[src/rtl/seq_hit_counter_display.sv]
// seq_hit_counter_display
//   Counts rising edges of a sequence-detector hit level as a BCD digit
//   (0..9, wrapping) and drives a registered 7-segment display of the count.
//
//   Optional feature macro: HIT_STRETCH_EN
//     defined   : each counted hit (re)loads a 24-bit down-counter with
//                 STRETCH_CYCLES; the decimal point is lit while it is nonzero.
//     undefined : no timer; the decimal point mirrors hit_q (hit_in delayed
//                 one cycle, independent of ena).
//
// Ports
//   clk        : clock, rising edge
//   rst_n      : asynchronous reset, active HIGH (legacy name)
//   hit_in     : hit level from upstream detector, synchronous to clk
//   ena        : count enable
//   clr        : synchronous clear of count, sticky flag, pulse and timer
//   seg_out    : [6:0] segments a..g, [7] decimal point, active high
//   count_out  : current BCD count
//   ovf_pulse  : one-cycle pulse on a 9->0 wrap
//   ovf_sticky : set on wrap, held until clr or reset
module seq_hit_counter_display #(
  parameter logic [23:0] STRETCH_CYCLES = 24'd1000000
) (
  input  logic       clk,
  input  logic       rst_n,
  input  logic       hit_in,
  input  logic       ena,
  input  logic       clr,
  output logic [7:0] seg_out,
  output logic [3:0] count_out,
  output logic       ovf_pulse,
  output logic       ovf_sticky
);

  logic       hit_q;
  logic       hit_rise;
  logic       cnt_evt;
  logic       wrap;
  logic [3:0] count_nxt;
  logic [6:0] seg_dec;
  logic [6:0] seg_lo;
  logic       dp;

  assign hit_rise  = hit_in & ~hit_q;
  // clr wins over a coincident edge, so the event is gated here once.
  assign cnt_evt   = hit_rise & ena & ~clr;
  assign wrap      = cnt_evt & (count_out == 4'd9);
  assign count_nxt = wrap ? 4'd0 : count_out + 4'd1;

  always_ff @(posedge clk or posedge rst_n) begin
    if (rst_n) begin
      hit_q      <= 1'b0;
      count_out  <= 4'd0;
      ovf_pulse  <= 1'b0;
      ovf_sticky <= 1'b0;
    end else begin
      hit_q     <= hit_in;
      ovf_pulse <= wrap;
      if (clr) begin
        count_out  <= 4'd0;
        ovf_sticky <= 1'b0;
      end else if (cnt_evt) begin
        count_out <= count_nxt;
        if (wrap) ovf_sticky <= 1'b1;
      end
    end
  end

  // Decode of the registered count; the segment register therefore lags
  // count_out by one cycle.
  always_comb begin
    seg_dec = 7'h00;
    case (count_out)
      4'd0: seg_dec = 7'h3F;
      4'd1: seg_dec = 7'h06;
      4'd2: seg_dec = 7'h5B;
      4'd3: seg_dec = 7'h4F;
      4'd4: seg_dec = 7'h66;
      4'd5: seg_dec = 7'h6D;
      4'd6: seg_dec = 7'h7D;
      4'd7: seg_dec = 7'h07;
      4'd8: seg_dec = 7'h7F;
      4'd9: seg_dec = 7'h6F;
      default: seg_dec = 7'h00;
    endcase
  end

  always_ff @(posedge clk or posedge rst_n) begin
    if (rst_n) seg_lo <= 7'h3F;
    else       seg_lo <= seg_dec;
  end

`ifdef HIT_STRETCH_EN
  logic [23:0] stretch_cnt;

  // Reload on every counted hit gives retrigger behaviour for free.
  always_ff @(posedge clk or posedge rst_n) begin
    if (rst_n)                    stretch_cnt <= 24'd0;
    else if (clr)                 stretch_cnt <= 24'd0;
    else if (cnt_evt)             stretch_cnt <= STRETCH_CYCLES;
    else if (stretch_cnt != 24'd0) stretch_cnt <= stretch_cnt - 24'd1;
  end

  assign dp = (stretch_cnt != 24'd0);
`else
  assign dp = hit_q;
`endif

  assign seg_out = {dp, seg_lo};

endmodule

[config.mk]
export PLATFORM = sky130hd
export DESIGN_NAME = seq_hit_counter_display
export DESIGN_NICKNAME = d
export VERILOG_FILES = /design/src/rtl/seq_hit_counter_display.sv
export SDC_FILE = /design/constraint.sdc
export NUM_CORES = 1
export LEC_CHECK = 0
export CAP_MARGIN = 20
export CORE_AREA = 4 4 50 52
export CTS_BUF_LIST = sky130_fd_sc_hd__clkbuf_4 sky130_fd_sc_hd__clkbuf_8 sky130_fd_sc_hd__clkbuf_16
export DETAILED_ROUTE_END_ITERATION = 12
export DIE_AREA = 0 0 54 56
export GPL_TIMING_DRIVEN = 0
export SYNTH_ARGS = -nofsm -noshare
export SYNTH_HDL_FRONTEND = slang
export SYNTH_SLANG_ARGS = --single-unit
export TNS_END_PERCENT = 100
[constraint.sdc]
create_clock -name clk -period 1.5 [get_ports clk]
set_input_delay 0.15 -clock clk [delete_from_list [all_inputs] [get_ports clk]]
set_output_delay 0.15 -clock clk [all_outputs]
set_load 0.005 [all_outputs]
======== After elaboration in Yosys (flattened, before gate mapping) ========
Memories as Yosys holds them, arrays and structs flattened. A register that Yosys moved wholly into a read port is not among the register bits.
Cells that the tools add are included.
word-level totals
  ROM bits ................................ 112
  memories ................................ 1
  register bits after elaboration ......... 7
cells by class
  reductions and logical operators ........ 3
  add/sub/neg operators ................... 1
  bitwise operators ....................... 6
  mux-type cells .......................... 6
  equal/unequal tests ..................... 1
memory list
  name             words  width  read ports  clocked after memory_dff  wr ports  RTL line  source
  (no name shown)  16     7      1           1                         0         73        case (count_out)
operator list
  cell                                         number
  2-to-1 mux 4 bit                             3
  adder 4 x 1 -> 4 bit, second input constant  1
  AND 1 bit                                    4
  equality test 4 bit, second input constant   1
  nonzero test 2 bit                           2
  2-to-1 mux 1 bit                             3
  NOT 1 bit                                    2
  AND reduction 2 bit                          1

======== Logic depth before layout (Yosys ltp) ========
Gate-level depths: netlist of the first run.
  word-level depth ........................ 8
  gate-level depth with buffers ........... 5
  gate-level depth less buffers ........... 5

======== Worst setup path before layout of the first run ========
No wires, ideal clock.
  path type ............................... register -> register
  start ................................... reg count_out[1]
  end ..................................... reg ovf_sticky
  period minus slack after synthesis ...... 1.286 ns
  setup slack ............................. 0.214 ns
  stages on the path, launching flop included .. 6
  arrival ................................. 1.167 ns
  setup time .............................. 0.119 ns
  buffers on the path ..................... 0
  path through ............................ dfrtp_1 -> inv_1 -> ha_1 -> nand3b_1 -> nor2_1 -> o21ba_2
between the ends
  word-level cells in the longest chain between the ends .. 4
RTL lines
  what                           RTL line  source
  from (decl)                    30        output logic [3:0] count_out,
  from (signal assigned)         63        count_out <= count_nxt;
  equality test 4 bit            47        assign wrap = cnt_evt & (count_out == 4'd9);
  AND 1 bit                      47
  nonzero test 2 bit (no line)   -
  AND reduction 2 bit (no line)  -
  to (signal assigned)           55        ovf_sticky <= 1'b0;
  to (signal assigned)           61        ovf_sticky <= 1'b0;
  to (signal assigned)           64        if (wrap) ovf_sticky <= 1'b1;
  to (decl)                      32        output logic ovf_sticky
Every way passes these cells.
A chain may end at the register's enable or synchronous reset.

======== Final worst setup path of the first run ========
  start ................................... reg count_out[1]
  end ..................................... out count_out[1]
No word-level cell between the ends.

==> results of run 1 <==
## metal layers
layer	GRT usage (%)	wire length, um	part of all wire, %
met2	14.2	575	44
met5	0	0	0
met4	4.27	23	1.8
met3	3.49	103	7.9
met1	12.0	607	46
## layout make-up
class | instances | area, um2
fillers | 186 | 1150
flip-flops and latches | 14 | 360
multi-input cells | 44 | 307
repair buffers | 18 | 180
clock buffers | 4 | 36.3
well taps | 28 | 35.0
inverters | 6 | 22.5
plain buffers | 3 | 17.5
## timing repair
item | in CTS | in global routing
gates resized for setup | 1 | 1
pin swaps | 0 | 0
buffers inserted | 0 | 0
endpoints found under the hold margin | 0 | 0
endpoints found under the setup margin | 1 | 1
gates cloned | 0 | 0
## power by group
group          internal [mW]  switching [mW]
Clock                  0.148           0.122
Sequential             0.393         0.00640
Combinational         0.0414          0.0334
Total                  0.582           0.162
## state kept, by name, summed over array words and instances, names as in the netlist
register / cells
count_out: 4
seg_lo: 7
ovf_sticky: 1
dp: 1
ovf_pulse: 1
## kinds of logic after synthesis
family | synth area share [%]
simple gates | 16.3
compound gates | 14.7
flops | 50.8
buf+inv | 5.68
fa+ha+maj | 12.4
## worst paths after layout
path	from	end	slack [ps]	cells past startpoint
max reg2reg	count_out[1]	count_out[2]	130	4
max	count_out[1]	count_out[1]	60	1
min reg2reg	ovf_sticky	ovf_sticky	520	1
min in group clk	hit_in	dp	410	1
min	rst_n	count_out[3]	210	2
max in group asynchronous	rst_n	count_out[1]	910	2
## metrics by stage
stage / cell area [um2] / std cells / setup WS (ps) / util, %
3_3_place_gp: 920 / 113 / 64.2 / 43.7
3_5_place_dp: 920 / 113 / 59.7 / 43.7
2_1_floorplan: 704 / 67 / 214 / -
6_report: 958 / 117 / 60.4 / 45.5
4_1_cts: 957 / 117 / 1.25 / 45.5
5_1_grt: 958 / 117 / 4.80 / 45.5
## synthesized netlist by cell type, types with 2 or more instances
master	count	area share (%)
nand2_1	4	2.1
dfrtp_1	8	28
buf_2	2	1.4
dfstp_2	6	22
a21oi_1	7	5.0
inv_1	6	3.2
nand3_1	4	2.8
a31oi_1	2	1.8
nor2_1	5	2.7
o21ai_0	4	2.8
ha_1	7	12
## worst reg2reg max path: cells and delay by family (launching register included)
| family | cells | cell delay [ps] |
|---|---|---|
| flops | 1 | 490 |
| compound gates | 1 | 280 |
| fa+ha+maj | 1 | 190 |
| simple gates | 1 | 180 |
| buf+inv | 1 | 120 |
==> metrics.md, run 1 <==
| Metric | Value |
|---|---|
| Final Hold Fails | `0` |
| GPL Wtd Cong | `0.787` |
| Hold Slack | `approximately 210 ps` |
| Critical path required time | `between 1000 and 1500 ps` |
| Drt drc | `0` |
| Critical path's top delay family | `buffers and inverters` |
| # diodes | `0` |
| FP Rows | `17` |
| RSZ-0062 raised after global routing | `false` |
| Post-synth EDFFs | `0` |
| Most common cell after layout, fill and taps aside | `clkdlybuf4s50_1` |
| Vias/cell | `4.62` |
| Root Driver | `clkbuf_4` |
| Wirelength, routed | `1310 um` |
| Vias in the first global route | `518` |
| Async set-reset flop share out of synthesis | `between 90% and 100%` |
| Yosys reg bits | `14` |
| Setup_tns | `0 ps` |
| PwrDens | `around 780 mW/mm2` |
| First-pass GRT wire length | `approximately 2100 um` |
| CP max FO | `10` |
| Arr. time, crit path | `~1300 ps` |
| HPWL Detailed | `~970 um` |
| Seq/Total Area, Yosys | `about half` |
| YS warnings | `0` |
| All-layer global routing usage | `9.52%` |
| Routed Antenna Nets | `0` |
| Critical path class | `reg2out` |
| Total of max-cap violations | `0` |
| Die W | `54 um` |
| Worst-case vdd ir drop | `0.573 mV` |
| Finish-stage setup viols | `0` |
| WL/cell | `approximately 11 um` |
| Ratio of cells with drive above 1 in the final layout | `around a fifth` |
| Largest net degree at the start of global routing | `15` |
| Period minus WS final | `1440 ps` |
| Overall power | `0.744 mW` |
| Peak Freq | `0.695 GHz` |
| Longest Clk Path Bufs | `2` |
| Drt pass-1 iters | `4` |
| Clk_lat worst skew | `280 ps` |
| Synth unique cells | `23` |
| DIE AREA | `0.00302 mm2` |
| Max incr delay on CP | `540 ps` |
| Hold WC Path Type | `in2async` |
| Clock transition at path regs | `~90 ps` |
| Relative slew slack | `64.9%` |
| Total core area | `0.00211 mm2` |
| CP endpoint kind | `output port` |
| Tcrit/Tclk final | `approximately 96%` |
| Slew @ Worst Pin | `between 500 and 600 ps` |
| Synth-to-Final Area Change | `36.1%` |
| Initial antenna violation count | `0` |
| Status | `complete, no violations` |
| Initial Util | `33.5%` |
| Chip height | `56 um` |
| Synth Instances | `67` |
| I/O pin total | `19` |
| CP Cell Sequence | `clkdlybuf4s50_1` |
| Initial DRC Count | `2` |
| Total gr overflow | `0` |
| CTS tree | `yes` |
| Input/output buffers | `18` |
| Top FF cell, synth | `dfrtp_1` |
| CP bufs+invs | `1` |
| Number of buffers created by CTS | `3` |
| Syn Nets | `79` |
| Via count | `541` |
| Slew Viols, Final | `0` |
| Final Skew | `1.62 ps` |
| Leading cell types in the layout, fill and taps excluded | `clkdlybuf4s50_1 (18), a21oi_1 (7), ha_1 (7)` |
| Pleak | `0.421 nW` |
| Post-CTS Hold Buffers | `0` |
| CP max stage cell | `clkdlybuf4s50_1` |
| CP startpoint kind | `flip-flop` |
| H-tree depth | `1` |
| Mean post-synth cell area | `10.5 um2` |
| Mapped cell area | `slightly above 700 um2` |
| Post-layout net count | `102` |
| Clock sink total | `14` |
Note: power is estimated with default switching activity, not from simulation.
==> run 2, diff against run 1 <==
SETUP_SLACK_MARGIN = 0.5   (was not set)
==> run 2 against run 1 <==
Count of clock-buffer cells in the layout unchanged. Combinational power rose by 32%. Design area grew 18%. Die area is the same. Critical path depth is 4 higher. Sequential cell count stayed put. Sequential power barely moved. Critical path type is now reg2reg.
==> metrics.md, run 2 (synthesized netlist as in run 1, its figures left out) <==
| Metric | Value |
|---|---|
| Slew @ Worst Pin | `517 ps (-8.98 ps)` |
| Die W | `54 um (unchanged)` |
| Vias/cell | `4.77 (+3.1%)` |
| CTS tree | `yes` |
| CP bufs+invs | `1 (unchanged)` |
| # diodes | `0 (unchanged)` |
| Total core area | `0.00211 mm2 (unchanged)` |
| Number of buffers created by CTS | `3 (unchanged)` |
| Drt drc | `0 (unchanged)` |
| Critical path required time | `1680 ps (+330 ps)` |
| Critical path's top delay family | `flip-flops` |
| Slew Viols, Final | `0 (unchanged)` |
| Input/output buffers | `18 (unchanged)` |
| Setup ws final | `212 ps (+151 ps)` |
| CP max stage cell | `dfrtp_2` |
| Initial antenna violation count | `0 (unchanged)` |
| Root Driver | `clkbuf_4` |
| Longest Clk Path Bufs | `2 (unchanged)` |
| Largest net degree at the start of global routing | `15 (unchanged)` |
| Setup_tns | `0 ps (unchanged)` |
| Peak Freq | `0.776 GHz (+12%)` |
| RSZ-0062 raised after global routing | `true` |
| Post-layout net count | `118 (+16%)` |
| Tcrit/Tclk final | `85.9% (-10 points)` |
| Largest register FFs | `7 (unchanged)` |
| Clock sink total | `14 (unchanged)` |
| Period minus WS final | `1290 ps (-151 ps)` |
| Drt pass-1 iters | `4 (unchanged)` |
| Final cell utilization of the core | `53.7% (+8.2 points)` |
| Worst-case vdd ir drop | `0.367 mV (-36%)` |
| CP startpoint kind | `flip-flop` |
| Initial Util | `33.5% (unchanged)` |
| PwrDens | `685 mW/mm2 (-12%)` |
| Post-place setup slack | `104 ps (+44.7 ps)` |
| Regs by FF count | `seg_lo (7), count_out (4)` |
| Status | `complete, no violations` |
| FP Rows | `17 (unchanged)` |
| Hold WC Path Type | `in2async` |
| Synth-to-Final Area Change | `60.6%` |
| Reg with most FFs | `seg_lo` |
| DIE AREA | `0.00302 mm2 (unchanged)` |
| HPWL Detailed | `983 um (+1.6%)` |
| WL/cell | `12.9 um (+16%)` |
| Total gr overflow | `0 (unchanged)` |
| I/O pin total | `19 (unchanged)` |
| Routed Antenna Nets | `0 (unchanged)` |
| Post-CTS Hold Buffers | `0 (unchanged)` |
| Clock transition at path regs | `90 ps (about the same)` |
| Total of max-cap violations | `0 (unchanged)` |
| All-layer global routing usage | `13.4% (+3.8 points)` |
| Critical path class | `reg2reg` |
| H-tree depth | `1 (unchanged)` |
| Wirelength, routed | `1720 um (+31%)` |
| Arr. time, crit path | `1470 ps (+180 ps)` |
| Initial DRC Count | `7 (+5)` |
| Final Hold Fails | `0 (unchanged)` |
| Clk_lat worst skew | `290 ps (about the same)` |
| First-pass GRT wire length | `2880 um (+35%)` |
| CP endpoint kind | `flip-flop` |
| Finish-stage setup viols | `0 (unchanged)` |
| Pleak | `0.532 nW (+26%)` |
| Max incr delay on CP | `420 ps (-120 ps)` |
| CP Cell Sequence | `buf_6, ha_4, nand3b_1, nor2_1, o21ba_2` |
| GPL Wtd Cong | `0.797 (+1.3%)` |
| Overall power | `0.775 mW (+4.1%)` |
| Chip height | `56 um (unchanged)` |
| Via count | `634 (+17%)` |
| Most common cell after layout, fill and taps aside | `buf_6` |
| Ratio of cells with drive above 1 in the final layout | `57.1% (+37 points)` |
| CP max FO | `6 (-4)` |
| Vias in the first global route | `664 (+28%)` |
| Leading cell types in the layout, fill and taps excluded | `buf_6 (16), buf_2 (10), buf_4 (7)` |
| Final Skew | `9.43 ps (+7.81 ps)` |
| Relative slew slack | `65.5% (+0.60 points)` |
## run 2: cell types whose count changed in the layout (fill, tap and decap cells not counted), sizes merged
| cell | before | now |
|---|---|---|
| buf | 3 | 33 |
| clkdlybuf4s50 | 18 | 4 |
## run 2: layer usage
metal  GRT usage (%)  vias up  part of all wire [%]  wire [um]
li1                -      302                     -          -
met1            14.3      302                    39        663
met2            22.3       26                    52        899
met3            2.68        4                   6.9        119
met4            9.25        0                   2.2         38
met5               0        -                     0          0
## run 2: repair_timing
action | 4_1_cts | 5_1_grt
setup buffers | 15 | 0
pin swaps | 6 | 4
gates resized for setup | 69 | 15
endpoints found under the setup margin | 27 | 24
gates cloned | 1 | 0
## run 2: layout make-up
cell class	instances	area, um2
Clock buffer	4	36.3
Multi-Input combinational cell	44	352
Inverter	6	25.0
Buffer	3	33.8
Sequential cell	14	360
Timing Repair Buffer	34	289
Tap cell	28	35.0
Fill cell	188	975
## run 2: report_power, final
part	internal [mW]	switching (mW)	leakage, nW
clock	0.148	0.131	0.0210
combinational	0.0533	0.0452	0.342
sequential	0.393	0.00428	0.169
total	0.594	0.180	0.532
## run 2: worst reg2reg max path: stages (launching register included)
cell	delay (ps)
dfrtp_2	420
buf_6	140
ha_4	160
nand3b_1	200
nor2_1	70
o21ba_2	190
## run 2: worst paths after layout
path | start | endpoint | slack, ps | depth (start not counted)
max reg2reg | count_out[0] | ovf_sticky | 210 | 5
max in group asynchronous | rst_n | count_out[1] | 920 | 2
max | count_out[0] | ovf_sticky | 210 | 5
min in group clk | hit_in | dp | 420 | 1
min reg2reg | ovf_sticky | ovf_sticky | 520 | 1
min | rst_n | seg_lo[6] | 190 | 2
## run 2: through the flow
stage	cell area (um2)	cells	hold slack [ps]
global route	1130	133	236
global placement	941	113	497
finish	1130	133	194
detailed placement	941	113	503
floorplan	726	67	34.8
CTS	1100	133	221
==> run 3, diff against run 2 <==
CTS_CLUSTER_DIAMETER = 150   (was not set)
GPL_ROUTABILITY_DRIVEN = 0   (was not set)
PLACE_DENSITY = 0.63   (was not set)
==> run 3 against run 2 <==
Final cell count up 1.5%. Sequential share of layout area shrank 2.2 points. Setup slack worse by 18 ps. Combinational power grew 9%. Hold slack gained 0.91 ps. Count of clock-buffer cells in the layout is the same. Global-route usage decreased by 0.74 points. Routed wire length rose by 9.0%. Die area unchanged. Sequential power about the same.
==> metrics.md, run 3 (synthesized netlist as in run 1, its figures left out) <==
| Metric | Value |
|---|---|
| Die W | `54 um (unchanged)` |
| CP max FO | `4 (-2)` |
| Largest net degree at the start of global routing | `15 (unchanged)` |
| Final Skew | `3.22 ps (-6.20 ps)` |
| I/O pin total | `19 (unchanged)` |
| Longest Clk Path Bufs | `2 (unchanged)` |
| Initial Util | `33.5% (unchanged)` |
| Slew Viols, Final | `0 (unchanged)` |
| Peak Freq | `0.765 GHz (-1.4%)` |
| Worst reg2reg path depth | `5 (unchanged)` |
| Leading cell types in the layout, fill and taps excluded | `buf_6 (20), buf_4 (8), dfrtp_1 (6), dfstp_2 (6), buf_2 (5)` |
| Wirelength, routed | `1880 um (+9.0%)` |
| Largest register FFs | `7 (unchanged)` |
| HPWL Detailed | `956 um (-2.8%)` |
| Fillcell total | `166 (-12%)` |
| Total core area | `0.00211 mm2 (unchanged)` |
| Total of max-cap violations | `0 (unchanged)` |
| Pleak | `0.555 nW (+4.3%)` |
| Post-layout net count | `120 (+1.7%)` |
| RSZ-0062 raised after global routing | `true` |
| Critical path required time | `1700 ps (+20 ps)` |
| Clk_lat worst skew | `280 ps (about the same)` |
| Arr. time, crit path | `1510 ps (+40 ps)` |
| Hold WC Path Type | `in2async` |
| Total gr overflow | `0 (unchanged)` |
| Worst-case vdd ir drop | `0.500 mV (+36%)` |
| # diodes | `0 (unchanged)` |
| FP Rows | `17 (unchanged)` |
| WL/cell | `13.9 um (+7.4%)` |
| R2r setup slk | `190 ps (-20 ps)` |
| Initial DRC Count | `13 (+6)` |
| Post-CTS Hold Buffers | `0 (unchanged)` |
| CTS tree | `yes` |
| Ratio of cells with drive above 1 in the final layout | `61.7% (+4.5 points)` |
| Drt drc | `0 (unchanged)` |
| Final Hold Fails | `0 (unchanged)` |
| PwrDens | `645 mW/mm2 (-5.8%)` |
| Most common cell after layout, fill and taps aside | `buf_6` |
| Root Driver | `clkbuf_4` |
| Critical path class | `reg2reg` |
| Period minus WS final | `1310 ps (+18.5 ps)` |
| Multi-input logic area | `394 um2 (+12%)` |
| Tcrit/Tclk final | `87.1% (+1.2 points)` |
| Vias in the first global route | `634 (-4.5%)` |
| CP startpoint kind | `flip-flop` |
| Regs by FF count | `seg_lo (7), count_out (4)` |
| Via count | `641 (+1.1%)` |
| Chip height | `56 um (unchanged)` |
| Clock transition at path regs | `90 ps (about the same)` |
| Number of buffers created by CTS | `3 (unchanged)` |
| Hold Slack | `195 ps (+0.905 ps)` |
| Input/output buffers | `18 (unchanged)` |
| Finish-stage setup viols | `0 (unchanged)` |
| Reg with most FFs | `seg_lo` |
| CP endpoint kind | `flip-flop` |
| All-layer global routing usage | `12.6% (-0.74 points)` |
| Slew @ Worst Pin | `530 ps (+13.0 ps)` |
| DIE AREA | `0.00302 mm2 (unchanged)` |
| Clock sink total | `14 (unchanged)` |
| Reg area | `360 um2 (unchanged)` |
| Vias/cell | `4.75 (-0.39%)` |
| Setup_tns | `0 ps (unchanged)` |
| First-pass GRT wire length | `2820 um (-2.2%)` |
| Status | `complete, no violations` |
| Synth-to-Final Area Change | `72.3%` |
| H-tree depth | `1 (unchanged)` |
| Drt pass-1 iters | `5 (+1)` |
| Initial antenna violation count | `0 (unchanged)` |
| Routed Antenna Nets | `0 (unchanged)` |
| Relative slew slack | `64.6% (-0.87 points)` |
run 3: cell count changes in the layout (fill, tap and decap cells not counted), sizes merged:
| cell | delta |
|---|---|
| clkbuf | +2 |
run 3: stage by stage:
step | util, % | area (um2) | setup WS [ps] | power (mW) | cells
2_1_floorplan | - | 726 | 354 | 0.441 | 67
3_3_place_gp | 44.7 | 941 | 122 | 0.484 | 113
3_5_place_dp | 44.7 | 941 | 113 | 0.485 | 113
4_1_cts | 52.9 | 1110 | 247 | 0.762 | 130
5_1_grt | 57.6 | 1210 | 136 | 0.815 | 135
6_report | 57.6 | 1210 | 193 | 0.783 | 135
run 3: layout make-up:
type	count	share of cell area, %
Sequential cell	14	29.7
Buffer	3	2.78
Timing Repair Buffer	36	26.9
Clock buffer	4	2.99
Tap cell	28	2.89
Multi-Input combinational cell	44	32.5
Inverter	6	2.27
run 3: final timing paths:
| path | start | end |
|---|---|---|
| hold reg to reg | ovf_sticky | ovf_sticky |
| hold / removal | rst_n | seg_lo[6] |
| min in group clk | hit_in | dp |
| max in group asynchronous | rst_n | count_out[0] |
| setup / recovery | count_out[1] | count_out[3] |
| setup reg to reg | count_out[1] | count_out[3] |
run 3: what timing repair did:
item                                    4_1_cts  5_1_grt
setup buffers                                13        5
pin swaps                                     7        7
endpoints found under the setup margin       26       25
resized for setup                            73       23
run 3: critical path, cell delays in order, from the launching register on:
cell     delay, ps
dfrtp_2        380
buf_6          130
buf_6          120
nand3_4         60
or3_4          370
a31oi_1        160
run 3: report_power, final:
group	switching, mW	internal [mW]	total (mW)	leakage, nW
Combinational	0.0476	0.0590	0.107	0.365
Sequential	0.00516	0.393	0.399	0.169
Clock	0.131	0.148	0.278	0.0210
Total	0.183	0.600	0.783	0.555
run 3: metal layers:
metal	GRT usage [%]	routed length, um	up-vias
met3	3.75	119	7
met2	20.9	1030	20
met1	14.2	683	303
li1	-	-	311
met5	0	0	-
met4	6.05	40	0
